## src/rtl/cdb_pkg.sv

```systemverilog
// Shared CDB definitions used by the arbiter, reservation stations, ROB and commit stage.
package cdb_pkg;

    localparam int unsigned CDB_NUM_FU = 4;
    localparam int unsigned CDB_TAG_W  = 2;
    localparam int unsigned CDB_DATA_W = 32;

    typedef struct packed {
        logic                  valid;
        logic [CDB_TAG_W-1:0]  tag;
        logic [CDB_DATA_W-1:0] data;
    } cdb_bus_t;

endpackage

```

## src/rtl/cdb_arbiter_if.sv

```systemverilog
// FU request/grant and CDB broadcast signals; master = FU/consumer side, slave = arbiter.
interface cdb_arbiter_if #(
    parameter int unsigned NUM_FU = 4,
    parameter int unsigned TAG_W  = 2,
    parameter int unsigned DATA_W = 32,
    parameter int unsigned SRC_W  = $clog2(NUM_FU)
);
    logic [NUM_FU-1:0]        fu_req;
    logic [NUM_FU*TAG_W-1:0]  fu_tag;
    logic [NUM_FU*DATA_W-1:0] fu_data;
    logic [NUM_FU-1:0]        fu_grant;
    logic [TAG_W-1:0]         rob_head;
    logic                     flush;
    logic                     cdb_valid;
    logic [TAG_W-1:0]         cdb_tag;
    logic [DATA_W-1:0]        cdb_data;
    logic [SRC_W-1:0]         cdb_src;
    logic [15:0]              busy_cycles;

    modport master (
        output fu_req, fu_tag, fu_data, rob_head, flush,
        input  fu_grant, cdb_valid, cdb_tag, cdb_data, cdb_src, busy_cycles
    );

    modport slave (
        input  fu_req, fu_tag, fu_data, rob_head, flush,
        output fu_grant, cdb_valid, cdb_tag, cdb_data, cdb_src, busy_cycles
    );
endinterface

```

## src/rtl/rr_pick.sv

```systemverilog
// Combinational rotating-priority selector: first set request at or after i_ptr, wrapping.
module rr_pick #(
    parameter int unsigned N  = 4,
    parameter int unsigned IW = $clog2(N)
) (
    input  logic [N-1:0]  i_req,
    input  logic [IW-1:0] i_ptr,
    output logic [N-1:0]  o_grant,
    output logic [IW-1:0] o_idx,
    output logic          o_valid
);
    always_comb begin
        int unsigned j;
        j       = 0;
        o_grant = '0;
        o_idx   = '0;
        o_valid = 1'b0;
        for (int unsigned k = 0; k < N; k++) begin
            j = 32'(i_ptr) + k;
            if (j >= N) j = j - N;
            if (!o_valid && i_req[IW'(j)]) begin
                o_valid           = 1'b1;
                o_grant[IW'(j)]   = 1'b1;
                o_idx             = IW'(j);
            end
        end
    end
endmodule

```

## src/rtl/cdb_arbiter.sv

```systemverilog
// Common Data Bus arbiter: round-robin grant, registered broadcast, busy-cycle counter.
// Define OLDEST_FIRST_EN to prioritise the requester whose tag is closest to the ROB head.
module cdb_arbiter
    import cdb_pkg::*;
#(
    parameter int unsigned NUM_FU = CDB_NUM_FU,
    parameter int unsigned TAG_W  = CDB_TAG_W,
    parameter int unsigned DATA_W = CDB_DATA_W
) (
    input  logic           clk,
    input  logic           rst,
    cdb_arbiter_if.slave   bus
);
    localparam int unsigned SRC_W = $clog2(NUM_FU);

    logic [NUM_FU-1:0] w_cand;
    logic [NUM_FU-1:0] w_req_eff;
    logic [NUM_FU-1:0] w_grant;
    logic [SRC_W-1:0]  w_idx;
    logic              w_any;
    logic [TAG_W-1:0]  w_tag;
    logic [DATA_W-1:0] w_data;

    logic              r_valid;
    logic [TAG_W-1:0]  r_tag;
    logic [DATA_W-1:0] r_data;
    logic [SRC_W-1:0]  r_src;
    logic [SRC_W-1:0]  r_rr_ptr;
    logic [15:0]       r_busy;

`ifdef OLDEST_FIRST_EN
    // Keep only minimum-age requesters; rr_pick then breaks (illegal) ties round-robin.
    always_comb begin
        logic [TAG_W-1:0] age;
        logic [TAG_W-1:0] min_age;
        age     = '0;
        min_age = '1;
        w_cand  = '0;
        for (int unsigned k = 0; k < NUM_FU; k++) begin
            age = bus.fu_tag[k*TAG_W +: TAG_W] - bus.rob_head;
            if (bus.fu_req[k] && age < min_age) min_age = age;
        end
        for (int unsigned k = 0; k < NUM_FU; k++) begin
            age = bus.fu_tag[k*TAG_W +: TAG_W] - bus.rob_head;
            w_cand[k] = bus.fu_req[k] && (age == min_age);
        end
    end
`else
    assign w_cand = bus.fu_req;
`endif

    assign w_req_eff = (rst || bus.flush) ? '0 : w_cand;

    rr_pick #(
        .N  (NUM_FU),
        .IW (SRC_W)
    ) u_pick (
        .i_req   (w_req_eff),
        .i_ptr   (r_rr_ptr),
        .o_grant (w_grant),
        .o_idx   (w_idx),
        .o_valid (w_any)
    );

    always_comb begin
        w_tag  = '0;
        w_data = '0;
        for (int unsigned k = 0; k < NUM_FU; k++) begin
            if (w_grant[k]) begin
                w_tag  = bus.fu_tag[k*TAG_W +: TAG_W];
                w_data = bus.fu_data[k*DATA_W +: DATA_W];
            end
        end
    end

    always_ff @(posedge clk) begin
        if (rst) begin
            r_valid  <= 1'b0;
            r_tag    <= '0;
            r_data   <= '0;
            r_src    <= '0;
            r_rr_ptr <= '0;
            r_busy   <= '0;
        end else begin
            r_valid <= w_any;
            if (w_any) begin
                r_tag    <= w_tag;
                r_data   <= w_data;
                r_src    <= w_idx;
                r_rr_ptr <= (w_idx == SRC_W'(NUM_FU - 1)) ? '0 : w_idx + SRC_W'(1);
            end
            if (!bus.flush && ($countones(bus.fu_req) > 1) && (r_busy != '1))
                r_busy <= r_busy + 16'd1;
        end
    end

    assign bus.fu_grant    = w_grant;
    assign bus.cdb_valid   = r_valid;
    assign bus.cdb_tag     = r_tag;
    assign bus.cdb_data    = r_data;
    assign bus.cdb_src     = r_src;
    assign bus.busy_cycles = r_busy;
endmodule

```

## src/flat_wrapper.sv

```systemverilog
// flat-port wrapper written by rule: the top's interface ports become plain ports
module cdb_arbiter_flat import cdb_pkg::*;
#(
    parameter int unsigned NUM_FU = CDB_NUM_FU,
    parameter int unsigned TAG_W  = CDB_TAG_W,
    parameter int unsigned DATA_W = CDB_DATA_W
)
  (clk, rst, bus_fu_req, bus_fu_tag, bus_fu_data, bus_rob_head, bus_flush, bus_fu_grant, bus_cdb_valid, bus_cdb_tag, bus_cdb_data, bus_cdb_src, bus_busy_cycles);
  cdb_arbiter_if #(.NUM_FU(NUM_FU), .TAG_W(TAG_W), .DATA_W(DATA_W)) bus_i ();
  input  logic clk;
  input  logic rst;
  input wire logic [$bits(bus_i.fu_req)-1:0] bus_fu_req;
  input wire logic [$bits(bus_i.fu_tag)-1:0] bus_fu_tag;
  input wire logic [$bits(bus_i.fu_data)-1:0] bus_fu_data;
  input wire logic [$bits(bus_i.rob_head)-1:0] bus_rob_head;
  input wire logic [$bits(bus_i.flush)-1:0] bus_flush;
  output wire logic [$bits(bus_i.fu_grant)-1:0] bus_fu_grant;
  output wire logic [$bits(bus_i.cdb_valid)-1:0] bus_cdb_valid;
  output wire logic [$bits(bus_i.cdb_tag)-1:0] bus_cdb_tag;
  output wire logic [$bits(bus_i.cdb_data)-1:0] bus_cdb_data;
  output wire logic [$bits(bus_i.cdb_src)-1:0] bus_cdb_src;
  output wire logic [$bits(bus_i.busy_cycles)-1:0] bus_busy_cycles;
  assign bus_i.fu_req = bus_fu_req;
  assign bus_i.fu_tag = bus_fu_tag;
  assign bus_i.fu_data = bus_fu_data;
  assign bus_i.rob_head = bus_rob_head;
  assign bus_i.flush = bus_flush;
  assign bus_fu_grant = bus_i.fu_grant;
  assign bus_cdb_valid = bus_i.cdb_valid;
  assign bus_cdb_tag = bus_i.cdb_tag;
  assign bus_cdb_data = bus_i.cdb_data;
  assign bus_cdb_src = bus_i.cdb_src;
  assign bus_busy_cycles = bus_i.busy_cycles;
  cdb_arbiter #(.NUM_FU(NUM_FU), .TAG_W(TAG_W), .DATA_W(DATA_W)) u_core (.clk(clk), .rst(rst), .bus(bus_i));
endmodule
```

## config.mk

```make
export PLATFORM = sky130hd
export DESIGN_NAME = cdb_arbiter_flat
export DESIGN_NICKNAME = d
export VERILOG_FILES = /design/src/rtl/cdb_pkg.sv /design/src/rtl/cdb_arbiter_if.sv /design/src/rtl/rr_pick.sv /design/src/rtl/cdb_arbiter.sv /design/src/flat_wrapper.sv
export SDC_FILE = /design/constraint.sdc
export NUM_CORES = 1
export LEC_CHECK = 0
export CAP_MARGIN = 15
export CORE_MARGIN = 3
export CORE_UTILIZATION = 43
export DETAILED_ROUTE_END_ITERATION = 10
export PLACE_DENSITY = 0.95
export SYNTH_ARGS = -nofsm -noshare
export SYNTH_HDL_FRONTEND = slang
export SYNTH_SLANG_ARGS = --single-unit
```

## constraint.sdc

```tcl
create_clock -name clk -period 6.3 [get_ports clk]
set_clock_uncertainty 0.05 [all_clocks]
set_input_delay 1.26 -clock clk [delete_from_list [all_inputs] [get_ports clk]]
set_output_delay 1.26 -clock clk [all_outputs]
set_load 0.01 [all_outputs]
```

# Word level (Yosys, flattened, before mapping)

Cells that the tools add are included.

Shift operators: 0
Reductions and logical operators: 14
$lt $le $gt $ge: 13
Equal/unequal tests: 2
Bitwise logic cells: 3
Muxes and demuxes: 42
Divide/modulo/power cells: 0
Add/subtract/negate cells: 12
Multiply operators: 0

Operators with widths:

| kind                    | number |
|---|---|
| $mux W32                | 4 |
| $add A32 B32 Y32        | 1 |
| $gt A32 B2 Y1 const B   | 1 |
| $mux W2                 | 13 |
| $mux W4                 | 5 |
| $add A16 B1 Y16 const B | 1 |
| $ne A16 B16 Y1 const B  | 1 |
| $lt A2 B3 Y1 const B    | 4 |
| $mux W1                 | 12 |
| $or A4 B4 Y4            | 3 |
| $ge A3 B3 Y1 const B    | 3 |
| $logic_and A1 B1 Y1     | 9 |
| $bmux W1 S2             | 4 |
| $demux W1 S2            | 4 |
| $ge A2 B1 Y1 const B    | 4 |
| $sub A2 B1 Y2 const B   | 4 |
| $add A2 B2 Y3 const B   | 2 |
| $add A1 B1 Y2           | 2 |
| $logic_not A1 Y1        | 4 |
| $add A2 B1 Y3 const B   | 1 |
| $ge A2 B3 Y1 const B    | 1 |
| $add A2 B1 Y2 const B   | 1 |
| $eq A2 B2 Y1 const B    | 1 |
| $logic_or A1 B1 Y1      | 1 |

ROM bits: 0
Flip-flop bits (word level): 55
Memory bits (writable): 0
Latch bits: 0
Memories: 0
Output and inout bits: 57

# Longest topological paths before layout

Word-level depth: 18
Depth in mapped cells: 12

# Cells and area by module

A second synthesis with hierarchy kept.

Cell total of the unflattened synthesis: 444
Area total of the unflattened synthesis: 3619.7 um^2

By module, submodules not included:

| module      | cells each | seq. area each (um^2) | area each (um^2) | times used |
|---|---|---|---|---|
| cdb_arbiter | 399        | 1101.1                | 3200.6           | 1 |
| rr_pick     | 45         | 0.0                   | 419.2            | 1 |

# Worst setup path before layout

Ideal clock, no wire load.

Path type: input port to output port
Start point: input bus_fu_req[0]
End point: output bus_fu_grant[2]
Buffers on the path: 2
Path slack: 2.103 ns
Stages on the path: 7
Arrival time: 2.887 ns
Data required time: 4.990 ns
Cells stage by stage: clkbuf_1 -> or3b_1 -> a211oi_2 -> o21ai_1 -> o211a_2 -> clkinv_2 -> buf_4

Cells in the longest elaborated chain, start to end: 13
Elaborated cells on any way between the ends: 25
Those cells by class: 16 x mux; 3 x bitwise; 6 x reduce/logical

Ends and longest elaborated chain:

| what                          | line               | RTL |
|---|---|---|
| start, declared               | flat_wrapper.sv:12 | `input wire logic [$bits(bus_i.fu_req)-1:0] bus_fu_req;` |
| $mux W4 (*)                   | cdb_arbiter.sv:52  | `assign w_req_eff = (rst \|\| bus.flush) ? '0 : w_cand;` |
| $bmux W1 S2                   | rr_pick.sv:21      | `if (!o_valid && i_req[IW'(j)]) begin` |
| $mux W1 (not written as such) | rr_pick.sv:21      |  |
| $mux W1                       | rr_pick.sv:21      |  |
| $logic_not A1 Y1              | rr_pick.sv:21      |  |
| $logic_and A1 B1 Y1           | rr_pick.sv:21      |  |
| $mux W1                       | rr_pick.sv:21      |  |
| $logic_not A1 Y1              | rr_pick.sv:21      |  |
| $logic_and A1 B1 Y1           | rr_pick.sv:21      |  |
| $mux W1                       | rr_pick.sv:21      |  |
| $logic_not A1 Y1              | rr_pick.sv:21      |  |
| $logic_and A1 B1 Y1           | rr_pick.sv:21      |  |
| $mux W4 (*)                   | rr_pick.sv:21      |  |
| end, declared                 | flat_wrapper.sv:17 | `output wire logic [$bits(bus_i.fu_grant)-1:0] bus_fu_grant;` |

Mark *: on every way between the ends. The rest lies on a longest branch, timed or not. The select of a mux whose other input is x is not followed.

# Worst setup path after layout

Start point: input bus_flush
End point: output bus_fu_grant[2]

Cells in the longest elaborated chain, start to end: 14
Elaborated cells on any way between the ends: 26
Those cells by class: 16 x mux; 3 x bitwise; 7 x reduce/logical

Ends and longest elaborated chain:

| what                          | line               | RTL |
|---|---|---|
| start, declared               | flat_wrapper.sv:16 | `input wire logic [$bits(bus_i.flush)-1:0] bus_flush;` |
| $logic_or A1 B1 Y1 (*)        | cdb_arbiter.sv:52  |  |
| $mux W4 (*)                   | cdb_arbiter.sv:52  |  |
| $bmux W1 S2                   | rr_pick.sv:21      |  |
| $mux W1 (not written as such) | rr_pick.sv:21      |  |
| $mux W1                       | rr_pick.sv:21      |  |
| $logic_not A1 Y1              | rr_pick.sv:21      |  |
| $logic_and A1 B1 Y1           | rr_pick.sv:21      |  |
| $mux W1                       | rr_pick.sv:21      |  |
| $logic_not A1 Y1              | rr_pick.sv:21      |  |
| $logic_and A1 B1 Y1           | rr_pick.sv:21      |  |
| $mux W1                       | rr_pick.sv:21      |  |
| $logic_not A1 Y1              | rr_pick.sv:21      |  |
| $logic_and A1 B1 Y1           | rr_pick.sv:21      |  |
| $mux W4 (*)                   | rr_pick.sv:21      |  |

Marked as above.

==> qor.yml <==
yosysMostFrequentCell: "dfxtp_1"
ys.flop_type: "dfxtp_1"
worstSetupPathType: "in -> out"
path_cells: "clkdlybuf4s50_1, nor2_1, nand2_1, a31oi_1, o211a_2, clkinv_2, clkdlybuf4s50_1"
ys_warn_count: 0
hold_buffers: 0
critPathCapture: "bus_fu_grant[2]"
fill_cells: 639
cts_root_buf: "clkbuf_8"
slew_headroom: 0.212
dieArea_um2: 9940
finalCritPeriodShare: 0.916
clk_pin_slew_ns: 0.10
ys_seq_area_frac: 0.292
cp_common_cell: "clkdlybuf4s50_1"
synth.distinct_cells: 52
endpoint_kind: "output port"
syn_inst: 457
firstDrtPassIters: 5
dieHeight_um: 99.7
required_ns: 4.99
cp.arrival_ns: 4.46
grt_use_met2: 0.505
critPathSlowestCell: "nor2_1"
period_needed_ns: 5.77
syn_area_um2: 3770
clockBufferDepth: 2
drv_cap: 0
crit_family: "buffers and inverters"
grt_pass1_wl_mm: 22.5
cts_buffers: 5
grt-ovfl-total: 0
async_flop_share: 0
busiest_layer: "met2"
antenna_left: 0
rsz0062_at_grt: "false"
finalHoldViolCount: 0
dpl_cell_area_um2: 5770
p_per_area_nw_per_um2: 195
cp_num_cells: 7
cts.sinks: 55
final_cell_area_um2: 5870
n_antenna_cell: 0
ctsResizeCount: 0
p_leak_nw: 2.08
routed_wirelength_mm: 14.5
synthTopCellsByCount: "dfxtp_1 (55), o21ai_0 (45), inv_1 (44)"
grt_pass1_vias: 4436
h-tree-depth: 2
path_buf_inv: 3
clock_latency_ns: 0.30
antenna_found_initial: 0
syn_area_per_cell_um2: 8.26
die_x_um: 99.7
path_max_fanout: 35
r2r_cells: 10
num_io_pins: 202
final_nets: 786
max_freq_ghz: 0.173
synth_seq_cells: 55
routedWlPerCell_um: 19.7
post_cts.repair.setup_buffers: 0
grt_usage: 0.279
drive_above_1_share: 0.0761
viasPerCell: 6.05
syn_nets: 613
grt_max_degree: 36
crit_path_start_kind: "primary input"
io_buffers: 199
drc: 0
outcome: "complete, no violations"
vias: 4453
synth.area.top_cells: "dfxtp_1 (29%), a311oi_2 (7.2%), a22oi_1 (7.0%), a31oi_1 (6.3%), o21ai_0 (6.0%)"
globalplace.congestion: 0.898
ir_drop_mv: 0.103
synth_edf_count: 0
rrSetupSlack_ns: 2.05
coreArea_um2: 8380
slowest_delay_ns: 0.70
worst_pin_slew_ns: 1.18
startpoint: "bus_flush"
start_util: 0.450
synth_top_area_frac: 0.292
drtIter0Drc: 210
setup_tns_ns: 0
yosys.area.top_type: "dfxtp_1"
grt_util_met1: 0.322
drv_slew: 0
r2r-end: "u_core.bus.cdb_data[5]$_SDFFE_PP0P_"
rows: 33
dp.final_hpwl_mm: 10.4
cts_tree: "built"
area_delta_synth_final_pct: 55.4
use_met3: 0.0736
hold_class: "reg -> reg"
setup_viol: 0
## routing by layer
metal / routed length (µm) / vias to the layer above / part of all wire
li1: - / 2079 / -
met3: 1520 / 31 / 0.10
met4: 320 / 0 / 0.022
met1: 5370 / 2078 / 0.37
met5: 0 / - / 0
met2: 7300 / 265 / 0.50
## kinds of logic after synthesis
logic type,Yosys count,synth area share
flops,55,0.292
buf+inv,86,0.103
xor+xnor,12,0.0278
mux,9,0.0308
fa+ha+maj,11,0.0384
compound gates,205,0.399
simple gates,79,0.109
## state kept, by name, indices dropped and copies added, names as in the netlist, named ones only
name	cells
u_core.bus.cdb_data	32
u_core.bus.busy_cycles	16
u_core.bus.cdb_src	2
u_core.bus.cdb_tag	2
u_core.bus.cdb_valid	1
u_core.r_rr_ptr	1
## tightest hold or removal path, stage by stage (launching register included)
cell and delay, ns:
dfxtp_1 0.34, a22oi_1 0.06, o21ai_1 0.07
## where the power goes
part           internal [W]  total (W)  switching [W]
combinational      0.000266   0.000509       0.000243
clock             0.0000902   0.000212       0.000122
sequential         0.000392   0.000424      0.0000321
## layout by cell type (no fill, tap or decap), types with 16 or more instances in the layout
cell	instances
clkdlybuf4s50_1	199
a31oi_1	38
nor2_1	22
dfxtp_1	55
a311oi_2	18
a311oi_1	16
a22oi_1	35
o21ai_1	31
o21ai_0	45
inv_1	44
## through the flow
step	cells	worst slack (ns)	hold slack, ns	power [W]	util
floorplan	457	2.10	0.431	0.000701	-
global placement	728	0.702	0.416	0.000916	0.688
detailed placement	728	0.580	0.426	0.000936	0.688
CTS	736	0.564	0.444	0.00115	0.700
global route	736	0.308	0.475	0.00120	0.700
finish	736	0.527	0.448	0.00114	0.700
## layout make-up
class | count | area [µm²] | share of cell area
clock buffer | 6 | 82.6 | 0.0141
clock inverter | 2 | 16.3 | 0.00277
inverter | 45 | 170 | 0.0290
multi-input combinational | 316 | 2310 | 0.394
sequential | 55 | 1100 | 0.188
tap | 105 | 131 | 0.0224
timing repair buffer | 207 | 2050 | 0.350
## worst min path at each step
stage / from / to / slack (ns) / depth (start not counted)
after floorplan: u_core.bus.cdb_src[1]$_SDFFE_PP0P_ / u_core.bus.cdb_src[1]$_SDFFE_PP0P_ / 0.43 / 2
after global placement: u_core.bus.cdb_src[1]$_SDFFE_PP0P_ / u_core.bus.cdb_src[1]$_SDFFE_PP0P_ / 0.42 / 2
after detailed placement: u_core.bus.cdb_data[29]$_SDFFE_PP0P_ / u_core.bus.cdb_data[29]$_SDFFE_PP0P_ / 0.43 / 2
after CTS: u_core.bus.cdb_src[1]$_SDFFE_PP0P_ / u_core.bus.cdb_src[1]$_SDFFE_PP0P_ / 0.44 / 2
after global routing: u_core.bus.cdb_data[29]$_SDFFE_PP0P_ / u_core.bus.cdb_data[29]$_SDFFE_PP0P_ / 0.47 / 2
final: u_core.bus.cdb_data[11]$_SDFFE_PP0P_ / u_core.bus.cdb_data[11]$_SDFFE_PP0P_ / 0.45 / 2
(Power assumes the default switching activity.)
